--- src/rtl/div_unit.sv ---
// rtl/div_unit.sv - multi-cycle radix-2 restoring divider for DIV/DIVU
// Returns {remainder, quotient}; ready holds until the requester drops start.
module div_unit #(
  parameter int DATA_W = 32
) (
  input  logic                  clk,
  input  logic                  rst,
  input  logic                  signed_div_i,
  input  logic [DATA_W-1:0]     opdata1_i,
  input  logic [DATA_W-1:0]     opdata2_i,
  input  logic                  start_i,
  input  logic                  annul_i,
  output logic [2*DATA_W-1:0]   result_o,
  output logic                  ready_o
);

  localparam int CNT_W = $clog2(DATA_W) + 1;

  localparam logic [1:0] S_FREE   = 2'd0;
  localparam logic [1:0] S_BYZERO = 2'd1;
  localparam logic [1:0] S_ON     = 2'd2;
  localparam logic [1:0] S_END    = 2'd3;

  localparam logic [DATA_W-1:0] ONE      = 1;
  localparam logic [CNT_W-1:0]  CNT_ONE  = 1;
  localparam logic [CNT_W-1:0]  CNT_LAST = CNT_W'(DATA_W);

  logic [1:0]            state_q, state_d;
  logic [CNT_W-1:0]      cnt_q, cnt_d;
  logic [2*DATA_W:0]     dividend_q, dividend_d;
  logic [DATA_W-1:0]     divisor_q, divisor_d;
  logic                  neg_q_q, neg_q_d;
  logic                  neg_r_q, neg_r_d;
  logic [2*DATA_W-1:0]   result_q, result_d;
  logic                  ready_q, ready_d;

  logic [DATA_W-1:0]     abs1, abs2;
  logic [DATA_W:0]       sub;
  logic [DATA_W-1:0]     quo, rem;

  always_comb begin
    // 0x80000000 negates to itself and is then read as an unsigned magnitude
    abs1 = (signed_div_i && opdata1_i[DATA_W-1]) ? (~opdata1_i + ONE) : opdata1_i;
    abs2 = (signed_div_i && opdata2_i[DATA_W-1]) ? (~opdata2_i + ONE) : opdata2_i;
    sub  = {1'b0, dividend_q[2*DATA_W-1:DATA_W]} - {1'b0, divisor_q};
    quo  = neg_q_q ? (~dividend_q[DATA_W-1:0] + ONE) : dividend_q[DATA_W-1:0];
    rem  = neg_r_q ? (~dividend_q[2*DATA_W:DATA_W+1] + ONE) : dividend_q[2*DATA_W:DATA_W+1];
  end

  always_comb begin
    state_d    = state_q;
    cnt_d      = cnt_q;
    dividend_d = dividend_q;
    divisor_d  = divisor_q;
    neg_q_d    = neg_q_q;
    neg_r_d    = neg_r_q;
    result_d   = result_q;
    ready_d    = ready_q;

    case (state_q)
      S_FREE: begin
        result_d = '0;
        ready_d  = 1'b0;
        if (start_i && !annul_i) begin
          if (opdata2_i == '0) begin
            state_d = S_BYZERO;
          end else begin
            state_d    = S_ON;
            cnt_d      = '0;
            dividend_d = {{DATA_W{1'b0}}, abs1, 1'b0};
            divisor_d  = abs2;
            neg_q_d    = signed_div_i & (opdata1_i[DATA_W-1] ^ opdata2_i[DATA_W-1]);
            neg_r_d    = signed_div_i & opdata1_i[DATA_W-1];
          end
        end
      end

      S_BYZERO: begin
        result_d = '0;
        ready_d  = 1'b1;
        state_d  = S_END;
      end

      S_ON: begin
        if (annul_i) begin
          state_d  = S_FREE;
          cnt_d    = '0;
          result_d = '0;
          ready_d  = 1'b0;
        end else if (cnt_q != CNT_LAST) begin
          if (sub[DATA_W]) begin
            dividend_d = {dividend_q[2*DATA_W-1:0], 1'b0};
          end else begin
            dividend_d = {sub[DATA_W-1:0], dividend_q[DATA_W-1:0], 1'b1};
          end
          cnt_d = cnt_q + CNT_ONE;
        end else begin
          result_d = {rem, quo};
          ready_d  = 1'b1;
          state_d  = S_END;
          cnt_d    = '0;
        end
      end

      default: begin
        if (!start_i) begin
          state_d  = S_FREE;
          result_d = '0;
          ready_d  = 1'b0;
        end
      end
    endcase
  end

  always_ff @(posedge clk) begin
    if (rst) begin
      state_q    <= S_FREE;
      cnt_q      <= '0;
      dividend_q <= '0;
      divisor_q  <= '0;
      neg_q_q    <= 1'b0;
      neg_r_q    <= 1'b0;
      result_q   <= '0;
      ready_q    <= 1'b0;
    end else begin
      state_q    <= state_d;
      cnt_q      <= cnt_d;
      dividend_q <= dividend_d;
      divisor_q  <= divisor_d;
      neg_q_q    <= neg_q_d;
      neg_r_q    <= neg_r_d;
      result_q   <= result_d;
      ready_q    <= ready_d;
    end
  end

  assign result_o = result_q;
  assign ready_o  = ready_q;

endmodule

--- config.mk ---
export PLATFORM = sky130hd
export DESIGN_NAME = div_unit
export DESIGN_NICKNAME = d
export VERILOG_FILES = /design/src/rtl/div_unit.sv
export SDC_FILE = /design/constraint.sdc
export NUM_CORES = 1
export LEC_CHECK = 0
export BUFFER_PORTS_ARGS = -buffer_cell sky130_fd_sc_hd__buf_2
export CAP_MARGIN = 20
export CORE_ASPECT_RATIO = 0.5
export CORE_MARGIN = 2
export CORE_UTILIZATION = 40
export CTS_CLUSTER_SIZE = 8
export DETAILED_ROUTE_END_ITERATION = 10
export GPL_TIMING_DRIVEN = 0
export HOLD_SLACK_MARGIN = 0.03
export SETUP_SLACK_MARGIN = 0.15
export SLEW_MARGIN = 5
export SYNTH_ARGS = -nofsm -noshare
export SYNTH_HDL_FRONTEND = slang
export SYNTH_SLANG_ARGS = --single-unit
--- constraint.sdc ---
create_clock -name clk -period 3.28 [get_ports clk]
set_clock_uncertainty 0.05 [all_clocks]
set_input_delay 0.492 -clock clk [delete_from_list [all_inputs] [get_ports clk]]
set_output_delay 0.492 -clock clk [all_outputs]
set_load 0.02 [all_outputs]
* Word level (Yosys, flattened, before mapping) *
Cells that the tools add are included.

word-level totals
  flip-flop bits (word level) = 172
  input bits = 69
  output and inout port bits = 65
  logic and storage cells = 75

operators by class
  $add $sub $neg = 6
  equal/unequal tests = 10
  multiplexer cells = 29
  bitwise operators = 8
  reductions and logical operators = 14

operator list
  kind                                                             count
  65-bit 2-to-1 mux                                                5
  64-bit 2-to-1 mux                                                3
  65-bit one-hot mux with 2 select lines                           1
  32-bit by 1-bit adder with 32-bit output, second input constant  4
  32-bit 2-to-1 mux                                                4
  32-bit inverter                                                  4
  64-bit one-hot mux with 2 select lines                           1
  32-bit by 32-bit subtractor with 33-bit output                   1
  32-bit logical NOT                                               1
  6-bit 2-to-1 mux                                                 4
  6-bit one-hot mux with 2 select lines                            1
  2-bit 2-to-1 mux                                                 5
  3-bit AND reduction                                              3
  2-bit != test, second input constant                             4
  6-bit by 1-bit adder with 6-bit output, second input constant    1
  6-bit != test, second input constant                             1
  2-bit one-hot mux with 3 select lines                            1
  5-bit AND reduction                                              1
  4-bit by 1-bit != test with 1-bit output, second input constant  1
  2-bit AND reduction                                              2
  1-bit logical AND                                                3
  1-bit 2-to-1 mux                                                 3
  3-bit by 2-bit != test with 1-bit output, second input constant  1
  3-bit != test, second input constant                             1
  other kinds (10)                                                 11

* Logic depth before layout (Yosys ltp) *
  word-level depth = 6
  depth in mapped cells = 14

* Least setup slack after synthesis *
Ideal clock, no wire load.

  path type = register to register
  start = register dividend_q[43]
  end = register result_q[61], in the netlist result_o[61]
  library setup time = 0.117 ns
  arrival = 3.390 ns
  required time = 3.113 ns
  path slack = -0.277 ns
  stages on the path, launching flop included = 10
  path buffers = 0
  clock period less this slack = 3.557 ns
  cells stage by stage = dfxtp_1 > or4_1 > or2_4 > or4_4 > or4_1 > or4_4 > or4_4 > o41ai_4 > xnor2_1 > a22o_1

on the way
  cells in the longest elaborated chain, start to end = 6

ends and longest elaborated chain
  element                                   RTL line  RTL
  from (decl)                               30        logic [2*DATA_W:0] dividend_q, dividend_d;
  from (signal assigned)                    128       dividend_q <= dividend_d;
  32-bit inverter                           47        rem = neg_r_q ? (~dividend_q[2*DATA_W:DATA_W+1] + ONE) : dividend_q[2*DATA_W:DATA_W+1];
  32-bit by 1-bit adder with 32-bit output  47
  32-bit 2-to-1 mux                         47
  64-bit 2-to-1 mux                         90        end else if (cnt_q != CNT_LAST) begin
  64-bit 2-to-1 mux                         85        if (annul_i) begin
  64-bit one-hot mux with 2 select lines    60        case (state_q)
  to (signal assigned)                      132       result_q <= result_d;
  to (decl)                                 34        logic [2*DATA_W-1:0] result_q, result_d;

No other way between the ends. The select of a mux whose other input is x is not followed.
A chain may end at the register's enable or synchronous reset.

* Worst setup path after layout *
  start = register dividend_q[45]
  end = register result_q[61], in the netlist result_o[61]

Same word-level chain as after synthesis.

==> key figures <==
CTS
  – Clk pin slew, worst setup/hold paths: 0.07 ns
  – Maximum root-to-sink buffer count: 2
  – Clk root buf: clkbuf_16
  – CTS H-tree depth: 4
  – CTS tree: done
  – Clock latency at the later pin of the worst-skew pair: 0.46 ns
  – CTS Buf Count: 17
  – CTS Sinks: 172

Die
  – # IOs: 134
  – Initial Util: 40.8%
  – Total die area: 28,500 µm²
  – Die W: 237 µm
  – Die height: 120 µm
  – Core area: 26,500 µm²
  – Cell Rows: 42

Power
  – Leak pwr: 5.32 nW
  – Power per cell area: 544 nW/µm²
  – Worst-case vdd ir drop: 0.440 mV

Route
  – Detailed-route wire length per cell: 17.6 µm
  – Top Metal Used: met4
  – DR vias/cell: 5.53
  – DR vias: 10,769
  – First-pass DRT Iterations: 5
  – Met1 Wirelength: 16,800 µm
  – Wire length on met3: 1470 µm
  – DR DRC count: 0
  – Detailed router's first-iteration violation count: 818
  – Final wirelength: 34,300 µm
  – Met2 Wirelength: 15,400 µm
  – Final ANT Viol Nets: 0

STA
  – RSZ-0062 raised after global routing: yes
  – Fmax: 0.272 GHz
  – Hold slack: 0.317 ns
  – Final setup fails: 4
  – Max Transition Viols Final: 0
  – Setup TNS: -1.22 ns
  – Worst Setup Slack, final: -0.398 ns
  – Slew headroom: 34.8%
  – Final Hold Fails: 0
  – Fin crit share: 112%
  – Final Critical Period: 3.68 ns
  – Worst Tran Pin Value: 0.965 ns

Synth
  – Post-synthesis instance area: 10,800 µm²
  – Synthesized area per cell: 7.67 µm²
  – Post-synth net total: 1,525
  – Synth Warn #: 0
  – Synth area leaders: dfxtp_1, xnor2_1, nand2_1, a21oi_1, nor2_1
  – Top FF cell, synth: dfxtp_1
  – Post-synth top area share: 31.8%
  – Cell variety after synth: 63
  – Syn Inst Count: 1,412
  – Seq cells post-synth: 172
  – Synth area leader: dfxtp_1
  – EDFF count, synth: 0
  – Sequential element share of the synthesized area: 31.8%
  – Asr flop ratio synth: 0%

Global route
  – All-layer global routing usage: 24.1%
  – Initial antenna violation count: 0
  – Congestion Overflow GR: 0
  – Vias in the first global route: 10,114
  – Largest net degree at the start of global routing: 18
  – First-pass GRT wire length: 54,300 µm

Placed design
  – Gp weighted congestion: 0.892
  – DP Wirelength: 26,200 µm
  – IO Port Bufs: 132
  – Setup WS pre-CTS: -0.932 ns

Hold path
  – Hold Crit Class: primary input to register
  – Hold Path Depth: 3
  – WHS Endpoint: divisor_q[1]
  – Hold_sp: opdata2_i[1]

Critical path
  – Setup crit start kind: register
  – CP Class: register to register
  – R2R Path End: result_o[61]
  – Worst reg-to-reg setup slack: -0.40 ns
  – Kind of end point of the critical path: register
  – Crit Path Max Fanout: 6
  – Reg2reg path depth: 9
  – Crit path DAT: 3.98 ns
  – Critical path startpoint: dividend_q[45]
  – Worst Path Required: 3.59 ns
  – Worst r2r src: dividend_q[45]

Final layout
  – Fillers: 2,663
  – Share of layout cells above drive strength 1: 17.1%
  – Area Growth Syn to Fin: 20.5%
  – Post-layout nets: 1,694
  – Util after Layout: 49.2%
  – Most common cell after layout, fill and taps aside: nand2_1
  – Most frequent cells in the layout: nand2_1, dfxtp_1, nor2_1
  – Antenna diodes: 0

Outcome
  – Status: complete, but fails checks
  – Failing checks: setup timing

Run
  – Max Cap Viol: 0
==> worst max-delay path by stage <==
stage / slack, ns / end
2_1_floorplan: -0.27 / result_o[61]
3_3_place_gp: -0.95 / dividend_q[51]
3_5_place_dp: -0.93 / dividend_q[58]
4_1_cts: -0.38 / result_o[61]
5_1_grt: -0.46 / result_o[61]
6_report: -0.40 / result_o[61]
==> metrics by stage <==
stage	total power, mW	std cells	area (µm²)
2_1_floorplan	4.24	1412	10800
3_3_place_gp	4.89	1896	11900
3_5_place_dp	4.94	1896	11900
4_1_cts	6.98	1939	12800
5_1_grt	7.53	1946	13000
6_report	7.09	1946	13000
==> worst max-delay path, cell delays in order, from the launching register on <==
cell     delay [ns]
dfxtp_2        0.39
or4_4          0.50
or2_4          0.27
or4_4          0.48
or4_4          0.44
or4_4          0.43
or4_4          0.48
o41ai_4        0.23
xnor2_1        0.11
a22o_1         0.18
==> synthesized netlist by cell type, drive strengths merged (5+ instances only) <==
master / count
o21ai: 113
xnor2: 100
ha: 43
nand2: 186
dfxtp: 172
a22oi: 27
inv: 56
a21oi: 117
nor3: 31
o41ai: 16
nand3: 13
nor2b: 9
nor2: 153
a31oi: 9
o31ai: 19
mux2i: 15
and2: 7
nor4: 11
and3: 5
a211oi: 38
nand4: 6
nand2b: 17
xor2: 51
or4: 22
clkbuf: 76
or3: 8
a21o: 13
a22o: 33
==> routing by layer <==
layer,vias to the layer above,track usage [%]
met5,-,0
met4,0,6.72
met3,41,4.02
met2,257,38.4
met1,5148,33.7
li1,5323,-
==> power breakdown <==
part / internal, mW / total, mW / switching [mW] / leakage (nW)
clock network: 0.994 / 1.98 / 0.988 / 0.268
logic: 0.961 / 2.62 / 1.66 / 3.64
registers: 2.28 / 2.49 / 0.212 / 1.41
==> cells by family after synthesis <==
kind of cell | synth area share (%)
buffers and inverters | 5.06
XOR/XNOR | 12.2
multiplexers | 1.39
AO/OA/AOI/OAI | 24.3
adder cells (fa/ha/maj) | 5.16
flip-flops | 31.8
AND/OR/NAND/NOR | 20.1
==> registers in the layout (all words and copies together), names as in the netlist <==
register / flops
ready_o: 1
cnt_q: 6
neg_q_q: 1
neg_r_q: 1
dividend_q: 65
divisor_q: 32
state_q: 2
result_o: 64
==> layout make-up <==
cell class | instances | area (µm²) | share of cell area, %
tap | 352 | 440 | 3.38
inverter | 56 | 210 | 1.61
clock buffer | 17 | 425 | 3.26
timing repair buffer | 150 | 825 | 6.32
sequential | 172 | 3490 | 26.7
multi-input combinational | 1105 | 7120 | 54.6
buffer | 79 | 409 | 3.14
clock inverter | 15 | 130 | 0.997
==> timing repair <==
| action | 4_1_cts | 5_1_grt |
|---|---|---|
| gates cloned | 0 | 1 |
| pin swaps | 6 | 17 |
| endpoints found under the setup margin | 80 | 109 |
| hold buffers | 0 | 0 |
| setup buffers | 11 | 6 |
| hold endpoints to repair | 0 | 0 |
| resized for setup | 53 | 84 |
Note: power is estimated with default switching activity, not from simulation.
